File: src/rtl/pipeline_ctrl_pkg.sv
// Shared definitions for the pipeline sequencer: opcodes, the
// exec/idle encoding of `state` and the sequencer FSM encodings.
package pipeline_ctrl_pkg;

    localparam logic [4:0] OP_NOP   = 5'b00000;
    localparam logic [4:0] OP_HALT  = 5'b00001;
    localparam logic [4:0] OP_LOAD  = 5'b00010;
    localparam logic [4:0] OP_STORE = 5'b00011;
    localparam logic [4:0] OP_SLL   = 5'b00100;
    localparam logic [4:0] OP_SLA   = 5'b00101;
    localparam logic [4:0] OP_SRL   = 5'b00110;
    localparam logic [4:0] OP_SRA   = 5'b00111;
    localparam logic [4:0] OP_ADD   = 5'b01000;
    localparam logic [4:0] OP_ADDI  = 5'b01001;
    localparam logic [4:0] OP_SUB   = 5'b01010;
    localparam logic [4:0] OP_SUBI  = 5'b01011;
    localparam logic [4:0] OP_CMP   = 5'b01100;
    localparam logic [4:0] OP_AND   = 5'b01101;
    localparam logic [4:0] OP_OR    = 5'b01110;
    localparam logic [4:0] OP_XOR   = 5'b01111;
    localparam logic [4:0] OP_LDIH  = 5'b10000;
    localparam logic [4:0] OP_ADDC  = 5'b10001;
    localparam logic [4:0] OP_SUBC  = 5'b10010;
    localparam logic [4:0] OP_JUMP  = 5'b11000;
    localparam logic [4:0] OP_JMPR  = 5'b11001;
    localparam logic [4:0] OP_BZ    = 5'b11010;
    localparam logic [4:0] OP_BNZ   = 5'b11011;
    localparam logic [4:0] OP_BN    = 5'b11100;
    localparam logic [4:0] OP_BNN   = 5'b11101;
    localparam logic [4:0] OP_BC    = 5'b11110;
    localparam logic [4:0] OP_BNC   = 5'b11111;

    localparam logic ST_EXEC = 1'b1;
    localparam logic ST_IDLE = 1'b0;

    typedef enum logic [1:0] {
        PCTRL_IDLE      = 2'd0,
        PCTRL_RUN       = 2'd1,
        PCTRL_STEP_WAIT = 2'd2,
        PCTRL_HALTED    = 2'd3
    } pctrl_e;

    function automatic logic [4:0] opcode(input logic [15:0] ir);
        return ir[15:11];
    endfunction

endpackage

File: src/rtl/pipeline_ctrl_if.sv
// Control bus between the sequencer and the stage registers.
// master: sequencer (reads IRs/jump, drives enables); slave: datapath.
interface pipeline_ctrl_if;

    logic [15:0] id_ir;
    logic [15:0] ex_ir;
    logic [15:0] wb_ir;
    logic        jump;
    logic        pc_we;
    logic        id_ex_bubble;
    logic        if_id_flush;

    modport master (
        input  id_ir, ex_ir, wb_ir, jump,
        output pc_we, id_ex_bubble, if_id_flush
    );

    modport slave (
        output id_ir, ex_ir, wb_ir, jump,
        input  pc_we, id_ex_bubble, if_id_flush
    );

endinterface

File: src/rtl/pipeline_ctrl_hazard_detect.sv
// Combinational load-use detector: id_ir, ex_ir in; load_use out when
// the LOAD in EX writes a register that the ID instruction reads.
module hazard_detect
    import pipeline_ctrl_pkg::*;
(
    input  logic [15:0] id_ir,
    input  logic [15:0] ex_ir,
    output logic        load_use
);

    logic [4:0] id_op;
    logic [2:0] dst;
    logic       rd1;
    logic       rd2;
    logic       rd3;
    logic       hit;
    logic       unused_bits;

    assign id_op = opcode(id_ir);
    assign dst   = ex_ir[10:8];

    assign rd1 = id_op inside {OP_BZ, OP_BNZ, OP_BN, OP_BNN,
                               OP_BC, OP_BNC, OP_JMPR, OP_ADDI,
                               OP_SUBI, OP_LDIH, OP_STORE};

    assign rd2 = id_op inside {OP_LOAD, OP_STORE, OP_ADD, OP_ADDC,
                               OP_SUB, OP_SUBC, OP_CMP, OP_AND,
                               OP_OR, OP_XOR, OP_SLL, OP_SRL,
                               OP_SLA, OP_SRA};

    assign rd3 = id_op inside {OP_ADD, OP_ADDC, OP_SUB, OP_SUBC,
                               OP_CMP, OP_AND, OP_OR, OP_XOR};

    assign hit = (rd1 && id_ir[10:8] == dst)
              || (rd2 && id_ir[6:4] == dst)
              || (rd3 && id_ir[2:0] == dst);

    // NOP and JUMP read no register; kept explicit for readers.
    assign load_use = opcode(ex_ir) == OP_LOAD
                   && id_op != OP_NOP
                   && id_op != OP_JUMP
                   && hit;

    assign unused_bits = ^{ex_ir[7:0], id_ir[7], id_ir[3]};

endmodule

File: src/rtl/pipeline_ctrl.sv
// Pipeline sequencer: run/step/halt FSM, load-use stall, jump flush,
// perf counters. Ports: clock, reset, start, step_mode, step, bus
// (IRs/jump in, pc_we/bubble/flush out), state, halted, *_cnt.
module pipeline_ctrl
    import pipeline_ctrl_pkg::*;
#(
    parameter int          CNT_W  = 16,
    parameter logic [15:0] NOP_IR = 16'h0000
) (
    input  logic             clock,
    input  logic             reset,
    input  logic             start,
    input  logic             step_mode,
    input  logic             step,
    pipeline_ctrl_if.master  bus,
    output logic             state,
    output logic             halted,
    output logic [CNT_W-1:0] cycle_cnt,
    output logic [CNT_W-1:0] stall_cnt,
    output logic [CNT_W-1:0] retire_cnt
);

    pctrl_e fsm_q;
    pctrl_e fsm_d;
    logic   step_q;
    logic   step_go;
    logic   wb_halt;
    logic   go;
    logic   load_use;
    logic   stall;

    hazard_detect u_hazard (
        .id_ir    (bus.id_ir),
        .ex_ir    (bus.ex_ir),
        .load_use (load_use)
    );

    assign wb_halt = opcode(bus.wb_ir) == OP_HALT;

    // One exec cycle per rising edge of step, even if step is held.
    assign step_go = step && !step_q && step_mode;

    assign go = start && !wb_halt
             && (fsm_q == PCTRL_IDLE || fsm_q == PCTRL_HALTED);

    always_ff @(posedge clock) begin
        if (reset) begin
            fsm_q  <= PCTRL_IDLE;
            step_q <= 1'b0;
        end else begin
            fsm_q  <= fsm_d;
            step_q <= step;
        end
    end

    always_comb begin
        fsm_d = fsm_q;
        unique case (fsm_q)
            PCTRL_IDLE, PCTRL_HALTED: begin
                if (start) begin
                    if (wb_halt)        fsm_d = PCTRL_HALTED;
                    else if (step_mode) fsm_d = PCTRL_STEP_WAIT;
                    else                fsm_d = PCTRL_RUN;
                end
            end
            PCTRL_RUN: begin
                if (wb_halt)        fsm_d = PCTRL_HALTED;
                else if (step_mode) fsm_d = PCTRL_STEP_WAIT;
            end
            PCTRL_STEP_WAIT: begin
                if (wb_halt)         fsm_d = PCTRL_HALTED;
                else if (!step_mode) fsm_d = PCTRL_RUN;
            end
            default: fsm_d = PCTRL_IDLE;
        endcase
    end

    always_comb begin
        state  = ST_IDLE;
        halted = 1'b0;
        unique case (fsm_q)
            PCTRL_RUN:       state = ST_EXEC;
            PCTRL_STEP_WAIT: state = step_go && !wb_halt;
            PCTRL_HALTED:    halted = 1'b1;
            default:         state = ST_IDLE;
        endcase
    end

    // A jump redirects the front end, which makes the stall moot.
    assign stall = state && load_use && !bus.jump;

    assign bus.pc_we        = state && !stall;
    assign bus.id_ex_bubble = state && (stall || bus.jump);
    assign bus.if_id_flush  = state && bus.jump;

    always_ff @(posedge clock) begin
        if (reset || go) begin
            cycle_cnt  <= '0;
            stall_cnt  <= '0;
            retire_cnt <= '0;
        end else if (state == ST_EXEC) begin
            if (cycle_cnt != '1)
                cycle_cnt <= cycle_cnt + CNT_W'(1);
            if (stall && stall_cnt != '1)
                stall_cnt <= stall_cnt + CNT_W'(1);
            if (bus.wb_ir != NOP_IR && retire_cnt != '1)
                retire_cnt <= retire_cnt + CNT_W'(1);
        end
    end

endmodule

File: src/flat_wrapper.sv
// flat-port wrapper written by rule: the top's interface ports become plain ports
module pipeline_ctrl_flat import pipeline_ctrl_pkg::*;
#(
    parameter int          CNT_W  = 16,
    parameter logic [15:0] NOP_IR = 16'h0000
)
  (clock, reset, start, step_mode, step, state, halted, cycle_cnt, stall_cnt, retire_cnt, bus_id_ir, bus_ex_ir, bus_wb_ir, bus_jump, bus_pc_we, bus_id_ex_bubble, bus_if_id_flush);
  pipeline_ctrl_if bus_i ();
  input  logic clock;
  input  logic reset;
  input  logic start;
  input  logic step_mode;
  input  logic step;
  output logic state;
  output logic halted;
  output logic [CNT_W-1:0] cycle_cnt;
  output logic [CNT_W-1:0] stall_cnt;
  output logic [CNT_W-1:0] retire_cnt;
  input wire logic [$bits(bus_i.id_ir)-1:0] bus_id_ir;
  input wire logic [$bits(bus_i.ex_ir)-1:0] bus_ex_ir;
  input wire logic [$bits(bus_i.wb_ir)-1:0] bus_wb_ir;
  input wire logic [$bits(bus_i.jump)-1:0] bus_jump;
  output wire logic [$bits(bus_i.pc_we)-1:0] bus_pc_we;
  output wire logic [$bits(bus_i.id_ex_bubble)-1:0] bus_id_ex_bubble;
  output wire logic [$bits(bus_i.if_id_flush)-1:0] bus_if_id_flush;
  assign bus_i.id_ir = bus_id_ir;
  assign bus_i.ex_ir = bus_ex_ir;
  assign bus_i.wb_ir = bus_wb_ir;
  assign bus_i.jump = bus_jump;
  assign bus_pc_we = bus_i.pc_we;
  assign bus_id_ex_bubble = bus_i.id_ex_bubble;
  assign bus_if_id_flush = bus_i.if_id_flush;
  pipeline_ctrl #(.CNT_W(CNT_W), .NOP_IR(NOP_IR)) u_core (.clock(clock), .reset(reset), .start(start), .step_mode(step_mode), .step(step), .bus(bus_i), .state(state), .halted(halted), .cycle_cnt(cycle_cnt), .stall_cnt(stall_cnt), .retire_cnt(retire_cnt));
endmodule
File: config.mk
export PLATFORM = sky130hd
export DESIGN_NAME = pipeline_ctrl_flat
export DESIGN_NICKNAME = d
export VERILOG_FILES = /design/src/rtl/pipeline_ctrl_pkg.sv /design/src/rtl/pipeline_ctrl_if.sv /design/src/rtl/pipeline_ctrl_hazard_detect.sv /design/src/rtl/pipeline_ctrl.sv /design/src/flat_wrapper.sv
export SDC_FILE = /design/constraint.sdc
export NUM_CORES = 1
export LEC_CHECK = 0
export ABC_CLOCK_PERIOD_IN_PS = 4700
export CAP_MARGIN = 30
export CORE_MARGIN = 2
export CORE_UTILIZATION = 30
export DETAILED_ROUTE_END_ITERATION = 10
export PLACE_DENSITY = 0.63
export SETUP_SLACK_MARGIN = 0.2
export SLEW_MARGIN = 20
export SYNTH_ARGS = -nofsm -noshare
export SYNTH_HDL_FRONTEND = slang
export SYNTH_SLANG_ARGS = --single-unit
File: constraint.sdc
create_clock -name clock -period 4.7 [get_ports clock]
set_input_delay 0.94 -clock clock [delete_from_list [all_inputs] [get_ports clock]]
set_output_delay 0.94 -clock clock [all_outputs]
set_load 0.01 [all_outputs]
---- Word-level counts from Yosys, hierarchy flattened ----
Cells that the tools add are included.
storage, ports and cells
  bits of input ports ..................... 54
  logic and storage cells ................. 95
  output and inout bits ................... 53
  flip-flop bits (word level) ............. 51
operators by class
  reduce and logical (&&, ||, !) cells .... 38
  add/subtract/negate cells ............... 3
  equality and inequality tests ........... 39
  muxes and demuxes ....................... 10
operators with widths
  kind                   number
  $eq 5x5->1 const B     10
  $add 16x1->16 const B  3
  $ne 16x16->1 const B   3
  $eq 5x4->1 const B     8
  $eq 5x3->1 const B     4
  $logic_and 1x1->1      18
  $reduce_bool 16->1     1
  $eq 5x2->1 const B     3
  $mux 2                 7
  $reduce_bool 14->1     1
  $reduce_bool 11->1     1
  $eq 3x3->1             3
  $reduce_bool 8->1      1
  $ne 3x2->1 const B     2
  $pmux 2 s3             1
  $reduce_and 2->1       3
  $eq 5x1->1 const B     1
  $logic_or 1x1->1       5
  $ne 5x5->1 const B     1
  $reduce_bool 5->1      1
  $eq 2x2->1 const B     2
  $logic_not 1->1        4
  $reduce_and 3->1       1
  $eq 2x1->1 const B     1
  other kinds (5)        5

---- Longest topological paths before layout ----
Gate-level depths: netlist of the first run.
  word-level depth ........................ 10
  mapped depth ............................ 10
  mapped depth without buffers ............ 10

---- By module ----
Synthesis of the first run repeated with hierarchy kept, for this count alone.
second synthesis, totals
  cells, all modules ...................... 378
  area total of the unflattened synthesis .. 3075.4 sq um
by module, submodules not included
  module         instances  area an instance (sq um)  sequential area each (sq um)  cells an instance
  pipeline_ctrl  1          2783.9                    1021.0                        339
  hazard_detect  1          291.5                     0.0                           39

---- Worst setup path after synthesis of the first run ----
Ideal clock, no wire load.
  path type ............................... input-to-output
  from .................................... input port bus_ex_ir[11]
  to ...................................... output port bus_id_ex_bubble
  arrival time ............................ 2.546 ns
  path buffers ............................ 1
  stages on the path ...................... 7
  slack ................................... 1.214 ns
  data required time ...................... 3.760 ns
  cell sequence ........................... or4b_1 > a211oi_2 > and4_1 > a32oi_1 > and2_1 > clkbuf_1 > a21oi_1
between the ends
  cells in the longest elaborated chain, start to end .. 8
RTL lines
  item                            RTL line                           source
  start: declaration              flat_wrapper.sv:20                 input wire logic [$bits(bus_i.ex_ir)-1:0] bus_ex_ir;
  $eq 5x2->1                      pipeline_ctrl_hazard_detect.sv:39  assign load_use = opcode(ex_ir) == OP_LOAD
  $logic_and 1x1->1               pipeline_ctrl_hazard_detect.sv:40  && id_op != OP_NOP
  $logic_and 1x1->1               pipeline_ctrl_hazard_detect.sv:41  && id_op != OP_JUMP
  $logic_and 1x1->1               pipeline_ctrl_hazard_detect.sv:42  && hit;
  $logic_and 1x1->1 (2 in a row)  pipeline_ctrl.sv:90                assign stall = state && load_use && !bus.jump;
  $logic_or 1x1->1                pipeline_ctrl.sv:93                assign bus.id_ex_bubble = state && (stall || bus.jump);
  $logic_and 1x1->1               pipeline_ctrl.sv:93
  end: declaration                flat_wrapper.sv:24                 output wire logic [$bits(bus_i.id_ex_bubble)-1:0] bus_id_ex_bubble;
Every way passes these cells.

---- Worst setup path after layout of the first run ----
  from .................................... input port bus_ex_ir[11]
  to ...................................... output port bus_pc_we
between the ends
  cells in the longest elaborated chain, start to end .. 8
RTL lines
  item                            RTL line                           source
  $eq 5x2->1                      pipeline_ctrl_hazard_detect.sv:39
  $logic_and 1x1->1               pipeline_ctrl_hazard_detect.sv:40
  $logic_and 1x1->1               pipeline_ctrl_hazard_detect.sv:41
  $logic_and 1x1->1               pipeline_ctrl_hazard_detect.sv:42
  $logic_and 1x1->1 (2 in a row)  pipeline_ctrl.sv:90
  $logic_not 1->1                 pipeline_ctrl.sv:92                assign bus.pc_we = state && !stall;
  $logic_and 1x1->1               pipeline_ctrl.sv:92
  end: declaration                flat_wrapper.sv:23                 output wire logic [$bits(bus_i.pc_we)-1:0] bus_pc_we;
Every way passes these cells.

==> flow_metrics.env, run 1 <==
export IMPL_htreeDepth=2
export IMPL_status="finished, final reports clean"
export IMPL_grt_pass1_wl_um=12300
export IMPL_num_antenna_cells=0
export IMPL_drive_above_1_share_pct=5.75
export IMPL_cp_required_ns=3.76
export IMPL_multi_input_area_mm2=0.00173
export IMPL_max_cap_violations=0
export IMPL_tns_ns=0
export IMPL_synth_warnings=0
export IMPL_grt_overflow=0
export IMPL_clk_path_buf_depth=2
export IMPL_hold_viol=0
export IMPL_cts_root_buffer="clkbuf_8"
export IMPL_firstDrtPassIters=4
export IMPL_peakVddDrop_mv=0.146
export IMPL_ys_seq_area_share_pct=36.3
export IMPL_critPathArrivalTime_ns=3.35
export IMPL_cts_sinks=51
export IMPL_p_int_uw=695
export IMPL_worst_setup_path_end_kind="output port"
export IMPL_final_seq_area_mm2=0.00102
export IMPL_p_sw_uw=335
export IMPL_synthCells=338
export IMPL_die_width_um=101
export IMPL_ant_nets=0
export IMPL_cts_setup_buffers=0
export IMPL_fmax_ghz=0.233
export IMPL_fillerInstances=915
export IMPL_p_comb_share_pct=31.5
export IMPL_num_vias=2770
export IMPL_syn_num_nets=398
export IMPL_nets=495
export IMPL_place_area_mm2=0.00390
export IMPL_grt_max_degree=45
export IMPL_hpwl_um=5370
export IMPL_finalSetupViolations=0
export IMPL_leakage_uw=0.00143
export IMPL_start_util_pct=30.7
export IMPL_startpoint_type="input port"
export IMPL_drc_errors=0
export IMPL_cts_made_buffers=5
export IMPL_syn_avg_cell_area_um2=8.32
export IMPL_min_path_type="flop to flop"
export IMPL_p_clk_share_pct=24.1
export IMPL_insertion_delay_ns=0.30
export IMPL_antenna_found_initial=0
export IMPL_crit_type="input port to output port"
export IMPL_fp_dieArea_mm2=0.0102
export IMPL_clkTransAtPathRegs_ns=0.08
export IMPL_worstPathMaxFanout=8
export IMPL_max_slew_worst_pin_slew_ns=0.628
export IMPL_syn_to_final_growth_pct=43.2
export IMPL_period_share_pct=91.2
export IMPL_clock_skew_final_ns=0.00945
export IMPL_swShare_pct=32.5
export IMPL_gp_congestion=0.802
export IMPL_drv_slew=0
export IMPL_grt_pass1_vias=2776
export IMPL_rsz0062_at_grt="false"
export IMPL_fp_dieH_um=101
export IMPL_drtIter0Drc=67
export IMPL_synth_edf_count=0
export IMPL_grt_use_total_pct=14.6
export IMPL_ioPinCount=107
export IMPL_tritoncts="yes"
export IMPL_yosysUniqueCellTypes=48
export IMPL_rows=35
export IMPL_pwr_share_seq_pct=44.3
export IMPL_viasPerCell=5.07
export IMPL_routed_wl_um=7400
export IMPL_yosys_register_bits=51
export IMPL_design_area_mm2=0.00403
export IMPL_wl_per_cell_um=13.6
export IMPL_pwr_density_cell_mw_per_mm2=255
export IMPL_netlist_area_mm2=0.00281
export IMPL_synth_ff_type="dfxtp_1"
export IMPL_synthArstFlopShare_pct=0
export IMPL_core_area_mm2=0.00915
export IMPL_period_needed_ns=4.29
export IMPL_io_buffers=96
export IMPL_slew_limit_headroom_pct=58.1
## final cells by class
| class | instances | share of cell area, % |
|---|---|---|
| clock buffers | 5 | 1.71 |
| clock inverters | 2 | 0.342 |
| inverters | 9 | 0.839 |
| multi-input cells | 266 | 43.0 |
| flip-flops and latches | 51 | 25.3 |
| well taps | 111 | 3.45 |
| repair buffers | 102 | 25.3 |
## timing repair
action / 4_1_cts / 5_1_grt
gates resized for setup: 0 / 6
hold buffers: 0 / 0
setup endpoints to repair: 0 / 2
## placed cells by master, fill, tap and decap left out, types with 5 or more instances in the layout
cell and instances:
a21oi_1 18, and3_1 10, and4_1 6, buf_4 5, clkbuf_8 5, clkdlybuf4s50_1 95
dfxtp_1 51, ha_1 6, inv_1 9, mux2i_1 8, nand2_1 27, nand3_1 9
nand4_1 17, nor2_1 45, nor2b_1 5, nor3_1 5, o21ai_0 11, or3_1 7
xnor2_1 12, xor2_1 23
## logic make-up (layout without fill, tap and decap cells)
family          after synthesis  count (layout)  synth area share (%)
mux                           8               8                  2.85
compound gates               58              58                  14.3
buf+inv                      21             118                  2.94
flops                        51              51                  36.3
xor+xnor                     35              35                  10.9
fa+ha+maj                     6               6                  2.67
simple gates                159             159                  30.0
## power by group through the flow
stage / registers (µW) / logic, µW / clock network [µW]
detailed placement: 467 / 315 / 0
global route: 459 / 358 / 282
CTS: 457 / 317 / 262
finish: 456 / 325 / 248
global placement: 465 / 302 / 0
floorplan: 465 / 192 / 0
## registers in the layout, indices dropped and copies added (netlist names)
name	flops
u_core.step_q	1
u_core.fsm_q	2
u_core.stall_cnt	16
u_core.retire_cnt	16
u_core.cycle_cnt	16
## through the flow
stage,std cells,power [µW],setup WS [ns],utilization [%],hold WS [ns]
floorplan,338,657,1.21,-,0.501
global placement,537,767,0.285,42.5,0.478
detailed placement,538,782,0.247,42.6,0.478
CTS,545,1040,0.226,43.5,0.491
global route,546,1100,0.249,44.0,0.529
finish,546,1030,0.415,44.0,0.489
## per-layer routing
| layer | up-vias | global-route usage, % | part of all wire [%] |
|---|---|---|---|
| met2 | 91 | 25.6 | 47 |
| met4 | 0 | 4.53 | 0.91 |
| li1 | 1405 | - | - |
| met3 | 6 | 3.68 | 7.4 |
| met1 | 1268 | 17.6 | 45 |
| met5 | - | 0 | 0 |
## Yosys cell counts (all sizes together) (3+ instances only)
master | instances | share of area [%]
nor3 | 6 | 1.1
inv | 9 | 1.2
or3 | 7 | 1.6
o21ai | 12 | 2.1
dfxtp | 51 | 36
and4 | 6 | 1.9
ha | 6 | 2.7
a21oi | 18 | 3.2
clkbuf | 11 | 1.5
a31o | 4 | 1.2
a311oi | 3 | 1.2
nor2b | 5 | 1.1
nor4 | 5 | 1.3
xor2 | 23 | 7.2
mux2i | 8 | 2.8
nor3b | 3 | 0.80
nand4 | 17 | 3.8
and3 | 10 | 2.2
or4 | 3 | 0.80
nand2b | 4 | 0.89
nor2 | 45 | 6.0
xnor2 | 12 | 3.7
nand2 | 27 | 3.6
nand3 | 9 | 1.6
o211ai | 3 | 0.80
a31oi | 4 | 0.89
and2 | 5 | 1.1
## final timing paths
path	startpoint	to	slack (ns)	depth (start not counted)
max	bus_ex_ir[11]	bus_pc_we	0.41	9
min	u_core.stall_cnt[6]	u_core.stall_cnt[6]	0.49	2
min reg2reg	u_core.stall_cnt[6]	u_core.stall_cnt[6]	0.49	2
max reg2reg	u_core.fsm_q[1]	u_core.stall_cnt[15]	1.90	10
## critical path, cell delays in order
cell and delay [ns]:
clkdlybuf4s50_1 0.39, or4b_1 0.57, a211oi_4 0.24, and4_1 0.26, a32oi_2 0.10, and2_4 0.23, nor2_1 0.09, nor2_1 0.05
clkdlybuf4s50_1 0.48
No activity file was read; power rests on OpenSTA's default activity.
==> run 2: changes to the inputs <==
--- a/config.mk
+++ b/config.mk
@@ -8,9 +8,9 @@
 export ABC_CLOCK_PERIOD_IN_PS = 4700
 export CAP_MARGIN = 30
 export CORE_MARGIN = 2
-export CORE_UTILIZATION = 30
+export CORE_UTILIZATION = 48
 export DETAILED_ROUTE_END_ITERATION = 10
-export PLACE_DENSITY = 0.63
+export PLACE_DENSITY = 0.91
 export SETUP_SLACK_MARGIN = 0.2
 export SLEW_MARGIN = 20
 export SYNTH_ARGS = -nofsm -noshare
==> run 2 against run 1 <==
  * Count of clock-buffer cells in the layout up 2
  * Sequential cell count unchanged
  * Sequential power about the same
  * Die area down 36%
  * Register-to-register slack about the same
  * Setup slack worse by 0.041 ns
  * Final cell count down 7.1%
==> flow_metrics.env, run 2 (synthesized netlist as in run 1, its figures left out) <==
export IMPL_fp_dieH_um=80.6
export IMPL_hold_buffers=0
export IMPL_cts_sinks=51
export IMPL_crit_path_start="bus_ex_ir[11]"
export IMPL_wl_per_cell_um=14.4
export IMPL_tritoncts="yes"
export IMPL_clkTransAtPathRegs_ns=0.09
export IMPL_preCtsSetupSlack_ns=0.210
export IMPL_ant_nets=0
export IMPL_grt_pass1_wl_um=11600
export IMPL_r2r_start="u_core.fsm_q[0]"
export IMPL_num_vias=2841
export IMPL_drtIter0Drc=158
export IMPL_crit_type="input port to output port"
export IMPL_cpMostUsedCell="clkdlybuf4s50_1"
export IMPL_clk_path_buf_depth=2
export IMPL_critPathArrivalTime_ns=3.39
export IMPL_worst_setup_path_end_kind="output port"
export IMPL_start_util_pct=50.5
export IMPL_max_cap_violations=0
export IMPL_finalSetupViolations=0
export IMPL_antenna_found_initial=0
export IMPL_crit_family="simple AND/OR/NAND/NOR gates"
export IMPL_pwr_density_cell_mw_per_mm2=255
export IMPL_drc_errors=0
export IMPL_drive_above_1_share_pct=5.06
export IMPL_rows=27
export IMPL_num_antenna_cells=0
export IMPL_slowest_stage="clkdlybuf4s50_1"
export IMPL_ioPinCount=107
export IMPL_rsz0062_at_grt="false"
export IMPL_gp_congestion=0.797
export IMPL_cts_made_buffers=5
export IMPL_path_buf_inv=2
export IMPL_cp_slowest_stage_delay_ns=0.55
export IMPL_drv_slew=0
export IMPL_status="finished, final reports clean"
export IMPL_fp_dieArea_mm2=0.00649
export IMPL_grt_max_degree=45
export IMPL_grt_overflow=0
export IMPL_reg_top3="u_core.cycle_cnt (16), u_core.retire_cnt (16), u_core.stall_cnt (16)"
export IMPL_routed_wl_um=7280
export IMPL_htreeDepth=2
export IMPL_core_area_mm2=0.00557
export IMPL_final_cell_mix="clkdlybuf4s50_1, dfxtp_1, nor2_1"
export IMPL_nets=494
export IMPL_grt_pass1_vias=2636
export IMPL_cp_required_ns=3.76
export IMPL_slew_limit_headroom_pct=38.5
export IMPL_cp_cell_sequence="clkdlybuf4s50_1 > or4b_1 > a211oi_2 > and4_1 > a32oi_2 > and2_4 > a21oi_1 > clkdlybuf4s50_1"
export IMPL_viasPerCell=5.60
export IMPL_firstDrtPassIters=4
export IMPL_max_slew_worst_pin_slew_ns=0.922
export IMPL_io_buffers=96
export IMPL_syn_to_final_growth_pct=40.3
export IMPL_fmax_ghz=0.231
export IMPL_hold_viol=0
export IMPL_min_path_type="flop to flop"
export IMPL_die_width_um=80.6
export IMPL_hold_start="u_core.stall_cnt[6]"
export IMPL_period_needed_ns=4.33
export IMPL_worstPathMaxFanout=8
export IMPL_tns_ns=0
export IMPL_layout_commonest_cell="clkdlybuf4s50_1"
export IMPL_insertion_delay_ns=0.30
export IMPL_fin_util_pct=70.8
export IMPL_hpwl_um=5460
export IMPL_period_share_pct=92.1
export IMPL_leakage_uw=0.00141
export IMPL_startpoint_type="input port"
export IMPL_cts_root_buffer="clkbuf_8"
export IMPL_peakVddDrop_mv=0.246
export IMPL_fin_ws_ns=0.373
export IMPL_grt_use_total_pct=22.0
export IMPL_clock_skew_final_ns=0.0114
[run 2: changes by cell type in the layout (fill, tap and decap cells not counted), sizes merged]
cell    previous run  this run
buf                6         5
clkinv             2         1
clkbuf             5         7
[run 2: routing by layer]
layer	GRT usage (%)	share of wire [%]	up-vias
met5	0	0	-
met4	4.07	0.34	0
met3	4.83	8.1	4
met2	40.4	49	103
met1	26.3	42	1325
li1	-	-	1409
[run 2: final timing paths]
check        depth (start not counted)  slack [ns]                    to
max                                  8        0.37      bus_id_ex_bubble
min                                  2        0.51   u_core.stall_cnt[6]
max reg2reg                         11        1.89  u_core.stall_cnt[15]
min reg2reg                          2        0.51   u_core.stall_cnt[6]
[run 2: worst reg2reg max path, delay by kind of cell, from the launching register on]
family | cells | cell delay, ns
fa+ha+maj | 1 | 0.18
simple gates | 3 | 0.93
compound gates | 4 | 0.90
flops | 1 | 0.34
buf+inv | 3 | 0.42
[run 2: layout make-up]
type	count	area, µm²
Multi-Input combinational cell	266	1720
Fill cell	437	1630
Sequential cell	51	1020
Timing Repair Buffer	101	1000
Tap cell	72	90.1
Clock buffer	7	76.3
Inverter	9	33.8
Clock inverter	1	5.00
[run 2: repair_timing]
action / 4_1_cts / 5_1_grt
gates resized for setup: 1 / 3
hold endpoints to repair: 0 / 0
endpoints found under the setup margin: 1 / 2
pin swaps: 0 / 1
setup buffers: 0 / 1
[run 2: per-stage QoR]
stage / cell area (µm²) / total power [µW] / hold WS (ns) / cells
5_1_grt: 3950 / 1060 / 0.542 / 507
4_1_cts: 3930 / 1010 / 0.507 / 506
6_report: 3950 / 1010 / 0.505 / 507
3_5_place_dp: 3840 / 773 / 0.490 / 498
3_3_place_gp: 3840 / 759 / 0.478 / 497
2_1_floorplan: 2810 / 657 / 0.501 / 338
[run 2: report_power, final]
| part | leakage [µW] | switching [µW] | internal, µW |
|---|---|---|---|
| clock | 0.0000422 | 137 | 105 |
| sequential | 0.000411 | 11.4 | 444 |
| combinational | 0.000955 | 171 | 139 |
==> run 3: changes to the inputs <==
--- a/config.mk
+++ b/config.mk
@@ -16,3 +16,4 @@
 export SYNTH_ARGS = -nofsm -noshare
 export SYNTH_HDL_FRONTEND = slang
 export SYNTH_SLANG_ARGS = --single-unit
+export TNS_END_PERCENT = 10
==> run 3 against run 2 <==
  * Sequential share of layout area about the same
  * Final cell count is the same
  * Count of clock-buffer cells in the layout did not move
  * First-iteration DRC count is the same
  * Clock power about the same
  * Clock skew barely moved
  * Sequential power about the same
  * Combinational power about the same
  * Register-to-register slack barely moved
  * Utilization barely moved
  * Power about the same
==> flow_metrics.env, run 3 (synthesized netlist as in run 1, its figures left out) <==
export IMPL_antenna_found_initial=0
export IMPL_grt_overflow=0
export IMPL_grt_max_degree=45
export IMPL_p_comb_share_pct=30.8
export IMPL_swShare_pct=31.7
export IMPL_drive_above_1_share_pct=5.06
export IMPL_p_int_uw=688
export IMPL_firstDrtPassIters=4
export IMPL_rows=27
export IMPL_htreeDepth=2
export IMPL_routed_wl_um=7280
export IMPL_cts_root_buffer="clkbuf_8"
export IMPL_fmax_ghz=0.228
export IMPL_hold_viol=0
export IMPL_pwr_density_cell_mw_per_mm2=255
export IMPL_nets=494
export IMPL_worst_setup_path_end_kind="output port"
export IMPL_drv_slew=0
export IMPL_cts_made_buffers=5
export IMPL_viasPerCell=5.60
export IMPL_clk_path_buf_depth=2
export IMPL_final_cell_mix="clkdlybuf4s50_1, dfxtp_1, nor2_1"
export IMPL_peakVddDrop_mv=0.246
export IMPL_insertion_delay_ns=0.30
export IMPL_grt_pass1_vias=2636
export IMPL_num_antenna_cells=0
export IMPL_cp_slowest_stage_delay_ns=0.55
export IMPL_clock_skew_final_ns=0.0114
export IMPL_fp_dieArea_mm2=0.00649
export IMPL_design_area_mm2=0.00395
export IMPL_drtIter0Drc=158
export IMPL_grt_use_total_pct=22.0
export IMPL_hpwl_um=5460
export IMPL_crit_family="simple AND/OR/NAND/NOR gates"
export IMPL_grt_pass1_wl_um=11600
export IMPL_max_cap_violations=0
export IMPL_cp_cell_sequence="clkdlybuf4s50_1 > or4b_1 > a211oi_2 > and4_1 > a32oi_2 > and2_2 > a21oi_1 > clkdlybuf4s50_1"
export IMPL_min_path_type="flop to flop"
export IMPL_clkTransAtPathRegs_ns=0.09
export IMPL_startpoint_type="input port"
export IMPL_start_util_pct=50.5
export IMPL_wl_per_cell_um=14.4
export IMPL_cpMostUsedCell="clkdlybuf4s50_1"
export IMPL_slowest_stage="clkdlybuf4s50_1"
export IMPL_slew_limit_headroom_pct=38.4
export IMPL_core_area_mm2=0.00557
export IMPL_cp_required_ns=3.76
export IMPL_drc_errors=0
export IMPL_fp_dieH_um=80.6
export IMPL_pwr_share_seq_pct=45.2
export IMPL_rsz0062_at_grt="true"
export IMPL_reg_top3="u_core.cycle_cnt (16), u_core.retire_cnt (16), u_core.stall_cnt (16)"
export IMPL_finalSetupViolations=0
export IMPL_syn_to_final_growth_pct=40.3
export IMPL_period_share_pct=93.4
export IMPL_gp_congestion=0.797
export IMPL_p_clk_share_pct=24.0
export IMPL_die_width_um=80.6
export IMPL_max_slew_worst_pin_slew_ns=0.924
export IMPL_io_buffers=96
export IMPL_ioPinCount=107
export IMPL_layout_commonest_cell="clkdlybuf4s50_1"
export IMPL_path_buf_inv=2
export IMPL_num_vias=2837
export IMPL_tritoncts="yes"
export IMPL_critPathArrivalTime_ns=3.45
export IMPL_crit_type="input port to output port"
export IMPL_p_sw_uw=320
export IMPL_tns_ns=0
export IMPL_period_needed_ns=4.39
export IMPL_place_area_mm2=0.00384
export IMPL_worstPathMaxFanout=8
export IMPL_leakage_uw=0.00141
export IMPL_cts_sinks=51
export IMPL_ant_nets=0
export IMPL_status="finished, final reports clean"
run 3: cell counts in the layout (fill, tap and decap cells not counted):
No cell type changed its count.
run 3: per-stage QoR:
| stage | hold slack, ns | utilization, % | setup WS [ns] | std cells | total power, µW |
|---|---|---|---|---|---|
| global route | 0.542 | 70.8 | 0.161 | 507 | 1060 |
| CTS | 0.507 | 70.6 | 0.246 | 506 | 1010 |
| detailed placement | 0.490 | 69.0 | 0.210 | 498 | 773 |
| global placement | 0.478 | 68.8 | 0.311 | 497 | 759 |
| finish | 0.505 | 70.8 | 0.310 | 507 | 1010 |
| floorplan | 0.501 | - | 1.21 | 338 | 657 |
run 3: timing repair:
| action | 4_1_cts | 5_1_grt |
|---|---|---|
| hold buffers | 0 | 0 |
| pin swaps | 0 | 1 |
| endpoints found under the setup margin | 1 | 2 |
| buffers inserted | 0 | 1 |
| resized for setup | 1 | 2 |
run 3: power groups by stage:
stage / combinational, µW / clock (µW) / sequential, µW
finish: 311 / 242 / 455
global route: 340 / 267 / 457
CTS: 310 / 248 / 455
detailed placement: 308 / 0 / 465
global placement: 294 / 0 / 465
floorplan: 192 / 0 / 465
run 3: cell type report:
cell class / count / area, µm²
Clock buffer: 7 / 76.3
Clock inverter: 1 / 5.00
Fill cell: 437 / 1630
Inverter: 9 / 33.8
Multi-Input combinational cell: 266 / 1720
Sequential cell: 51 / 1020
Tap cell: 72 / 90.1
Timing Repair Buffer: 101 / 1000
run 3: worst min-delay path, cell delays in order, from the launching register on:
cell and delay, ns:
dfxtp_1 0.34, nand2_1 0.06, mux2i_1 0.06
run 3: path summary, 6_finish.rpt:
kind,to,startpoint,slack [ns],depth (start not counted)
min reg2reg,u_core.stall_cnt[6],u_core.stall_cnt[6],0.51,2
max reg2reg,u_core.stall_cnt[15],u_core.fsm_q[0],1.89,11
min,u_core.stall_cnt[6],u_core.stall_cnt[6],0.51,2
max,bus_id_ex_bubble,bus_ex_ir[11],0.31,8
run 3: layer usage:
metal,up-vias,wire length (µm),GRT usage [%]
met1,1323,3080,26.3
met4,0,25,4.07
met2,101,3590,40.4
li1,1409,-,-
met5,-,0,0
met3,4,590,4.83
==> RTL edit: new RTL, flow settings as in run 2 <==
The 4 values of `pctrl_e` get a one-hot encoding in 4 bits.
--- a/src/rtl/pipeline_ctrl_pkg.sv
+++ b/src/rtl/pipeline_ctrl_pkg.sv
@@ -33,11 +33,11 @@
     localparam logic ST_EXEC = 1'b1;
     localparam logic ST_IDLE = 1'b0;
 
-    typedef enum logic [1:0] {
-        PCTRL_IDLE      = 2'd0,
-        PCTRL_RUN       = 2'd1,
-        PCTRL_STEP_WAIT = 2'd2,
-        PCTRL_HALTED    = 2'd3
+    typedef enum logic [3:0] {
+        PCTRL_IDLE      = 4'b0001,
+        PCTRL_RUN       = 4'b0010,
+        PCTRL_STEP_WAIT = 4'b0100,
+        PCTRL_HALTED    = 4'b1000
     } pctrl_e;
 
     function automatic logic [4:0] opcode(input logic [15:0] ir);
Behaviour: no difference found for any inputs over 10 cycles, from zero or initial values and one cycle with reset high; not proved beyond that.
==> RTL edit against run 2 <==
- combinational power fell by 45%
- area after synthesis rose by 2.8%
- clock power rose by 14%
- worst hold slack improved by 0.0026 ns
- sequential cell count rose by 2
- die area rose by 2.7%
- routed wire length rose by 1.9%
- critical path type unchanged
- fmax rose by 1.1%
- total power fell by 8.6%
- design area rose by 1.7%
- setup slack improved by 0.049 ns
==> RTL edit: results (changes against run 2) <==
* Outcome: finished clean
* Largest stage delay on the critical path at 0.64 ns (+0.09 ns)
* Initial antenna violation count at 0 (unchanged)
* Crit-path max FO at 9 (+1)
* Worst hold path class: flip-flop to flip-flop
* Worst reg2reg startpoint: u_core.fsm_q[2]
* Fillers at 511 (+17%)
* First-pass GRT wire length at 11,700 µm (+0.83%)
* VDD IR max at 0.147 mV (-40%)
* GRT Overall Usage at 21.9% (-0.089 points)
* H-tree depth at 2 (unchanged)
* Worst Setup SP: bus_id_ir[15]
* Initial DRC count at 91 (-42%)
* Top flop regs: u_core.cycle_cnt x16, u_core.retire_cnt x16, u_core.stall_cnt x16
* Vias in the first global route at 2,677 (+1.6%)
* Count of hold-fix buffers inserted at cts at 0 (unchanged)
* Register area share after synthesis at 36.7% (+0.40 points)
* P_leak at 0.00128 µW (-9.2%)
* Share of layout cells above drive strength 1 at 4.40% (-0.66 points)
* Router iterations before antenna repair at 4 (unchanged)
* Port bufs at 96 (unchanged)
* Ant. Diodes at 0 (unchanged)
* Skew-Pair Late Insertion Delay at 0.31 ns
* DPL Wire Length at 5550 µm (+1.7%)
* Worst R2R Path Depth at 7 (-4)
* Root Driver: clkbuf_8
* Worst path arrival time at 3.34 ns (-0.05 ns)
* Routed vias/inst at 5.61 (about the same)
* Fin nets at 511 (+3.4%)
* Synth warn at 0 (unchanged)
* R2R Setup Slk at 1.78 ns (-0.11 ns)
* R2r endpoint: u_core.stall_cnt[5]
* Top cells by area, synth: dfxtp_1, xnor2_1, nor2_1
* Most used flip-flop cell after synthesis: dfxtp_1
* Worst clock skew at 0.00945 ns (-0.00192 ns)
* Placed Area at 3900 µm² (+1.4%)
* Post-synth ARST share at 0% (unchanged)
* Cts bufs inserted at 5 (unchanged)
* DR WL/cell at 14.0 µm (-2.5%)
* Worst-path clk slew at 0.10 ns
* Largest net degree at the start of global routing at 47 (+4.4%)
* Unique masters post-synth at 48 (unchanged)
* Synth cell count leaders: dfxtp_1, nor2_1, nand2_1, xnor2_1, a21oi_1
* CTS Buffer Depth at 2 (unchanged)
* Resize count post-CTS at 0 (-1)
* Crit-path slowest cell: clkdlybuf4s50_1
* Syn_nets at 418 (+5.0%)
* Setup Fix Bufs, Post-CTS at 0 (unchanged)
* Final Wtd Congestion at 0.830 (+4.2%)
* CP delay by family, top: simple AND/OR/NAND/NOR gates
* Critical Path Sink: bus_pc_we
* Slew @ Worst Pin at 0.667 ns (-0.255 ns)
* Switching Share at 29.5% (-2.2 points)
## RTL edit: how the worst min path moves through the flow
stage	slack, ns	startpoint	to	cells past startpoint
floorplan	0.50	u_core.fsm_q[3]	u_core.fsm_q[3]	2
global route	0.54	u_core.stall_cnt[5]	u_core.stall_cnt[5]	2
finish	0.51	u_core.stall_cnt[5]	u_core.stall_cnt[5]	2
CTS	0.52	u_core.stall_cnt[5]	u_core.stall_cnt[5]	2
global placement	0.48	u_core.stall_cnt[5]	u_core.stall_cnt[5]	2
detailed placement	0.50	u_core.stall_cnt[5]	u_core.stall_cnt[5]	2
## RTL edit: metal layers
layer / global-route usage [%] / routed length [µm]
met5: 0 / 0
met4: 5.83 / 91
met3: 4.07 / 469
met2: 39.8 / 3710
met1: 26.5 / 3150
## RTL edit: worst reg2reg max path, stage by stage (launching register included)
cell,delay [ns]
dfxtp_1,0.47
nand2b_1,0.16
nor3_4,0.23
a41oi_2,0.16
or3_1,0.50
or3_1,0.64
or4_1,0.55
a21oi_1,0.15
## RTL edit: final cells by class
| cell class | count | area (µm²) | share of cell area (%) |
|---|---|---|---|
| multi-input cells | 284 | 1720 | 42.9 |
| flip-flops and latches | 53 | 1060 | 26.4 |
| repair buffers | 100 | 1000 | 25.0 |
| well taps | 75 | 93.8 | 2.34 |
| clock buffers | 5 | 68.8 | 1.71 |
| inverters | 10 | 37.5 | 0.935 |
| clock inverters | 3 | 26.3 | 0.654 |
## RTL edit: cells by family (layout without fill, tap and decap cells)
kind of cell	Yosys count	in the layout	synth area share (%)
simple gates	185	185	33.4
flops	53	53	36.7
compound gates	50	50	10.6
xor+xnor	41	41	12.4
buf+inv	24	118	3.68
mux	5	5	1.82
fa+ha+maj	3	3	1.30
## RTL edit: power groups by stage
stage	clock network (µW)	logic (µW)	registers (µW)
global placement	0	156	483
global route	296	186	476
detailed placement	0	164	484
floorplan	0	99.6	475
CTS	282	165	473
finish	277	171	474
## RTL edit: stage by stage
stage               hold slack, ns  instances  power [µW]  setup WS (ns)
global placement             0.482        520         639          0.457
floorplan                    0.500        361         575           1.39
CTS                          0.515        529         920          0.410
finish                       0.508        530         922          0.423
detailed placement           0.501        521         648          0.437
global route                 0.544        530         958          0.243
